`config.mk`:
```
export PLATFORM = sky130hd
export DESIGN_NAME = noise_gen_mc
export DESIGN_NICKNAME = d
export VERILOG_FILES = /design/src/rtl/noise_gen_mc_pkg.sv /design/src/rtl/noise_gen_mc_lfsr.sv /design/src/rtl/noise_gen_mc.sv
export SDC_FILE = /design/constraint.sdc
export NUM_CORES = 1
export LEC_CHECK = 0
export CAP_MARGIN = 5
export CORE_UTILIZATION = 45
export CTS_CLUSTER_SIZE = 20
export DETAILED_ROUTE_END_ITERATION = 6
export HOLD_SLACK_MARGIN = 0.02
export PLACE_DENSITY = 0.64
export SYNTH_ARGS = -nofsm -noshare
export SYNTH_HDL_FRONTEND = slang
export SYNTH_SLANG_ARGS = --single-unit
export TNS_END_PERCENT = 30
```
`constraint.sdc`:
```
create_clock -name i_clk -period 5.95 [get_ports i_clk]
set_input_delay 1.19 -clock i_clk [delete_from_list [all_inputs] [get_ports i_clk]]
set_output_delay 1.19 -clock i_clk [all_outputs]
set_load 0.05 [all_outputs]
```
`src/rtl/noise_gen_mc_pkg.sv`:
```
// Shared constants, FSM encoding and LFSR helpers for the multi-channel noise generator.
package noise_gen_mc_pkg;

  localparam logic [31:0] LFSR_TAPS    = 32'h8020_0003;
  localparam logic [31:0] SEED_SPREAD  = 32'h9E37_79B9;
  localparam logic [31:0] DEFAULT_SEED = 32'hACE1_0001;

  typedef enum logic [1:0] {
    ST_IDLE  = 2'd0,
    ST_ACCUM = 2'd1,
    ST_OUT   = 2'd2
  } state_e;

  // One right-shifting Galois step; the taps fold back in when bit 0 falls out.
  function automatic logic [31:0] lfsr_next(input logic [31:0] s);
    return s[0] ? ((s >> 1) ^ LFSR_TAPS) : (s >> 1);
  endfunction

  // Per-channel seed spread; an all-zero state would lock the LFSR, so map it to 1.
  function automatic logic [31:0] chan_seed(input logic [31:0] base, input int unsigned ch);
    logic [31:0] v;
    v = base ^ (ch * SEED_SPREAD);
    return (v == '0) ? 32'd1 : v;
  endfunction

endpackage

```
`src/rtl/noise_gen_mc_lfsr.sv`:
```
// 32-bit Galois LFSR with synchronous load; load wins over step.
module galois_lfsr
  import noise_gen_mc_pkg::*;
#(
  parameter logic [31:0] RST_SEED = DEFAULT_SEED
) (
  input  logic        i_clk,
  input  logic        i_rst_n,
  input  logic        step,
  input  logic        load,
  input  logic [31:0] seed,
  output logic [31:0] state
);

  // LFSR state register: reset seed, reseed, or advance one step.
  always_ff @(posedge i_clk or negedge i_rst_n) begin
    if (!i_rst_n)  state <= RST_SEED;
    else if (load) state <= seed;
    else if (step) state <= lfsr_next(state);
  end

endmodule

```
`src/rtl/noise_gen_mc.sv`:
```
// Multi-channel noise generator: rate divider, IDLE/ACCUM/OUT control and
// per-channel uniform or sum-of-ACC_N approximate Gaussian samples.
module noise_gen_mc
  import noise_gen_mc_pkg::*;
#(
  parameter int WIDTH  = 24,
  parameter int NUM_CH = 4,
  parameter int CNT_W  = 16,
  parameter int ACC_N  = 4
) (
  input  logic                    i_clk,
  input  logic                    i_rst_n,
  input  logic                    i_en,
  input  logic [CNT_W-1:0]        i_rate_div,
  input  logic                    i_mode,
  input  logic [1:0]              i_gain_sh,
  input  logic                    i_seed_load,
  input  logic [31:0]             i_seed,
  input  logic                    i_ready,
  output logic                    o_valid,
  output logic [NUM_CH*WIDTH-1:0] o_noise
);

  localparam int ACC_LG = $clog2(ACC_N);
  localparam int AW     = WIDTH + ACC_LG;

  state_e            state_q, state_d;
  logic [CNT_W-1:0]  cnt;
  logic [ACC_LG-1:0] beat;
  logic [1:0]        gain_q;
  logic              tick, accept, step, last_beat;

  // A reduced divisor below the current count fires at once rather than wrapping.
  assign tick      = i_en && (cnt >= i_rate_div);
  assign last_beat = (beat == ACC_LG'(ACC_N - 1));
  assign o_valid   = (state_q == ST_OUT);

  // Next state, tick acceptance and LFSR step enable; reseed overrides everything.
  always_comb begin
    state_d = state_q;
    accept  = 1'b0;
    unique case (state_q)
      ST_IDLE: begin
        accept = tick;
        if (tick) state_d = i_mode ? ST_ACCUM : ST_OUT;
      end
      ST_ACCUM: if (last_beat) state_d = ST_OUT;
      ST_OUT: if (i_ready) begin
        accept  = tick;
        state_d = tick ? (i_mode ? ST_ACCUM : ST_OUT) : ST_IDLE;
      end
      default: state_d = ST_IDLE;
    endcase
    if (i_seed_load) begin
      state_d = ST_IDLE;
      accept  = 1'b0;
    end
    step = (accept && !i_mode) || (state_q == ST_ACCUM && !i_seed_load);
  end

  // FSM state register.
  always_ff @(posedge i_clk or negedge i_rst_n) begin
    if (!i_rst_n) state_q <= ST_IDLE;
    else          state_q <= state_d;
  end

  // Rate counter, accumulate beat count and gain captured at acceptance.
  always_ff @(posedge i_clk or negedge i_rst_n) begin
    if (!i_rst_n) begin
      cnt    <= '0;
      beat   <= '0;
      gain_q <= '0;
    end else if (i_seed_load) begin
      cnt  <= '0;
      beat <= '0;
    end else if (accept) begin
      cnt    <= '0;
      beat   <= '0;
      gain_q <= i_gain_sh;
    end else begin
      // An unaccepted tick parks the counter until the output drains.
      if (i_en && !tick)        cnt  <= cnt + 1'b1;
      if (state_q == ST_ACCUM)  beat <= beat + 1'b1;
    end
  end

  for (genvar c = 0; c < NUM_CH; c++) begin : g_ch
    logic [31:0]              lfsr, nxt;
    logic signed [WIDTH-1:0]  samp;
    logic signed [AW-1:0]     sum, sum_sh;
    logic [AW-1:0]            acc_r;
    logic [WIDTH-1:0]         noise_r, uni_val;
    logic                     unused_nxt;

    galois_lfsr #(.RST_SEED(chan_seed(DEFAULT_SEED, c))) u_lfsr (
      .i_clk   (i_clk),
      .i_rst_n (i_rst_n),
      .step    (step),
      .load    (i_seed_load),
      .seed    (chan_seed(i_seed, c)),
      .state   (lfsr)
    );

    // Samples come from the post-step state, so the value leaving matches the new LFSR state.
    assign nxt        = lfsr_next(lfsr);
    assign samp       = nxt[31 -: WIDTH];
    assign unused_nxt = ^nxt;
    assign sum        = acc_r + {{ACC_LG{samp[WIDTH-1]}}, samp};
    assign sum_sh     = sum >>> (ACC_LG + int'(gain_q));
    assign uni_val    = samp >>> i_gain_sh;
    assign o_noise[c*WIDTH +: WIDTH] = noise_r;

    // Accumulator and output sample register for this channel.
    always_ff @(posedge i_clk or negedge i_rst_n) begin
      if (!i_rst_n) begin
        acc_r   <= '0;
        noise_r <= '0;
      end else if (i_seed_load) begin
        acc_r <= '0;
      end else if (accept) begin
        acc_r <= '0;
        if (!i_mode) noise_r <= uni_val;
      end else if (state_q == ST_ACCUM) begin
        acc_r <= sum;
        if (last_beat) noise_r <= sum_sh[WIDTH-1:0];
      end
    end
  end

endmodule

```
==> results.md <==
- Die X: 237 µm
- Ys flop type: dfrtp_1
- Fin. Hold Viols: 0
- Fin area: 28500 µm²
- Mapped Cells: 2918
- Post-Synth Simple-Gate Area: 0.168
- Global-route wire length before repair: 139000 µm
- Synth area leader: dfrtp_1
- Clock Path Buffers: 3
- Status: finished clean
- Critical Path, Cell by Cell: xnor2_1 -> inv_1 -> ha_1 -> and3_1 -> nand2_1 -> o311ai_0 -> a21bo_2 -> a221oi_1 -> xnor2_1 -> nand2_1 -> o21ai_0 -> o21ai_0
- Final setup TNS: 0 ns
- Die ar.: 56100 µm²
- Worst Tran Pin Value: 1.24 ns
- Post-Synth Adder-Cell Area: 0.0627
- Clk root buf: clkbuf_16
- Pin count of the biggest net entering global routing: 118
- #FFs+latches synth: 350
- Largest family of logic cells by synthesized area: compound AO/OA/AOI/OAI gates
- Mux contribution to synthesized area: 0.102
- Worst endpoint required time: 6.41 ns
- Worst-path clk slew: 0.07 ns
- Worst EP arrival: 4.82 ns
- Initial core utilization: 0.459
- Cell row count: 85
- Via count: 23.9k
- Final min period: 4.35 ns
- Xor/xnor share of the synthesized area: 0.0437
- Crit path max-delay cell type: o311ai_0
- GR Util All Layers: 0.320
- IO Pins: 153
- Cells taking the most area after synthesis: dfrtp_1 29%, nand2_1 7.8%, dfstp_2 6.5%
- Initial antenna violation count: 4
- Clock sink total: 350
- Most frequent cell after synthesis: nand2_1
- Synth Area in Compound Gates: 0.231
- Crit path largest cell delay: 1.04 ns
- Residual DRC count: 0
- Slew margin rel.: 0.162
- Core ar.: 54100 µm²
- Chip height: 237 µm
- Syn_area_per_cell: 8.51 µm²
- Worst skew pair latency: 0.58 ns
- RSZ-0062 raised after global routing: false
- PD cells: 234 nW/µm²
- Post-Route WL: 91000 µm
- PnR Total Power: 6660 µW
- Synth cell types: 85
- Maximum operating frequency: 230 MHz
- Post-cts hold buffer count: 0
- Yosys warns: 0
- Post-route setup slack: 1.60 ns
- Number of flops mapped to enable cells by yosys: 0
- Post-synth top cells: 518 x nand2_1, 300 x a21oi_1, 289 x dfrtp_1
- P_leak: 0.0127 µW
- Post-detail-place hpwl: 62600 µm
- Post-Syn Area: 24800 µm²
- Final clock period utilization by the worst path: 0.732
- Setup Fix Bufs, Post-CTS: 0
- Placed inst area: 27000 µm²
- Worst hold path class: reg -> reg
- Final Util: 0.527
- Gp weighted congestion: 0.964
- Setup violations, final: 0
- DR pass1 iterations: 5
- CTS tree: done
- Post-synthesis sequential area ratio: 0.356
- Drt first-iter violations: 2308
- Post-CTS Resized: 0
- Layout Nets: 3143
- Max VDD drop: 0.182 mV
- CTS buffer count: 43
- Worst Path Max Fanout: 10
- Mean routed wirelength per cell: 24.6 µm
- CP Capture Type: flip-flop
- Post-synth top area share: 0.291
- Vias per std cell: 6.47
- IO buf count: 152
- Overflow after GRT: 0
- Layout cells sized above 1: 0.102
- Final ANT Viol Nets: 0
- Async SR Flop Fraction: 1.00
- WS Path Type: reg -> reg
- Max-cap check violation count: 0
- CP Launch Type: flip-flop
- Slew Viols, Final: 0
- Syn_nets: 3096
- H-Tree Level Count: 2
- Vias in the first global route: 23.1k
- Clock Skew: 0.0226 ns
- Area grow syn2layout: 14.8%
- Dpl ws: 1.03 ns
## power by group
part	switching, µW	internal, µW	total [µW]
sequential	175	2520	2690
combinational	700	417	1120
clock	1120	1730	2850
total	1990	4670	6660
## worst paths after layout
path	from	to	slack, ns	cells past startpoint
worst max register to register	g_ch[2].u_lfsr.state[0]	g_ch[2].noise_r[23]	1.60	12
max in group asynchronous	i_rst_n	g_ch[3].u_lfsr.state[31]	3.81	2
worst min-delay path	g_ch[3].noise_r[0]	g_ch[3].noise_r[0]	0.47	2
min in group asynchronous	i_rst_n	g_ch[1].acc_r[6]	0.64	1
worst min register to register	g_ch[3].noise_r[0]	g_ch[3].noise_r[0]	0.47	2
worst max-delay path	g_ch[2].u_lfsr.state[0]	g_ch[2].noise_r[23]	1.60	12
## flip-flops by register name (all words and copies together) (netlist names)
register and cells:
g_ch.acc_r 104, g_ch.noise_r 96, gain_q 2, beat 2
g_ch.u_lfsr.state 128, state_q 2, cnt 16
## critical path, delay by kind of cell (launching register included)
family,cells,cell delay (ns)
AND/OR/NAND/NOR,3,0.45
flip-flops,1,0.71
adder cells (fa/ha/maj),1,0.43
buffers and inverters,1,0.13
XOR/XNOR,2,0.72
AO/OA/AOI/OAI,5,1.79
## cell type report
class	count	area (µm²)
diodes	2	5.00
flip-flops and latches	350	8840
clock buffers	63	1300
clock inverters	16	218
repair buffers	199	1960
well taps	696	871
fillers	5056	25600
inverters	41	156
multi-input cells	2330	15200
## stage by stage
| step | instances | hold slack (ns) |
|---|---|---|
| floorplan | 2918 | 0.480 |
| global placement | 3616 | 0.464 |
| detailed placement | 3616 | 0.457 |
| CTS | 3695 | 0.477 |
| global route | 3695 | 0.493 |
| finish | 3697 | 0.471 |
## logic make-up after synthesis
family / Yosys count
DFF: 350
xor gates and xnor gates: 123
buffers and inverters: 238
adders and majority gates: 122
muxes: 210
and+or+nand+nor: 968
AOI/OAI and AO/OA: 907
## cells in the final DEF (no fill, tap or decap), types with 30 or more instances in the layout
cell type / synthesis / layout
mux4_2: 31 / 31
o21ai_0: 178 / 178
xnor2_1: 75 / 75
nor2_1: 213 / 210
nand2_1: 518 / 517
o211ai_1: 30 / 30
ha_1: 118 / 118
buf_4: 0 / 43
a21oi_1: 300 / 299
a211oi_1: 45 / 45
and3_1: 32 / 31
xor2_1: 47 / 47
nor3_1: 35 / 35
a21o_1: 40 / 40
mux2_2: 43 / 43
clkbuf_16: 0 / 45
dfstp_2: 61 / 61
a31oi_1: 88 / 88
clkdlybuf4s50_1: 0 / 148
mux2i_1: 136 / 136
nand3_1: 68 / 68
inv_1: 40 / 38
dfrtp_1: 289 / 287
## layer usage
layer | share of wire | GRT usage | vias to the layer above
li1 | - | - | 10700
met1 | 0.42 | 0.433 | 11800
met2 | 0.46 | 0.508 | 1202
met3 | 0.088 | 0.0619 | 215
met4 | 0.037 | 0.121 | 4
met5 | 0.00032 | 0 | -
Note: power is estimated with default switching activity, not from simulation.
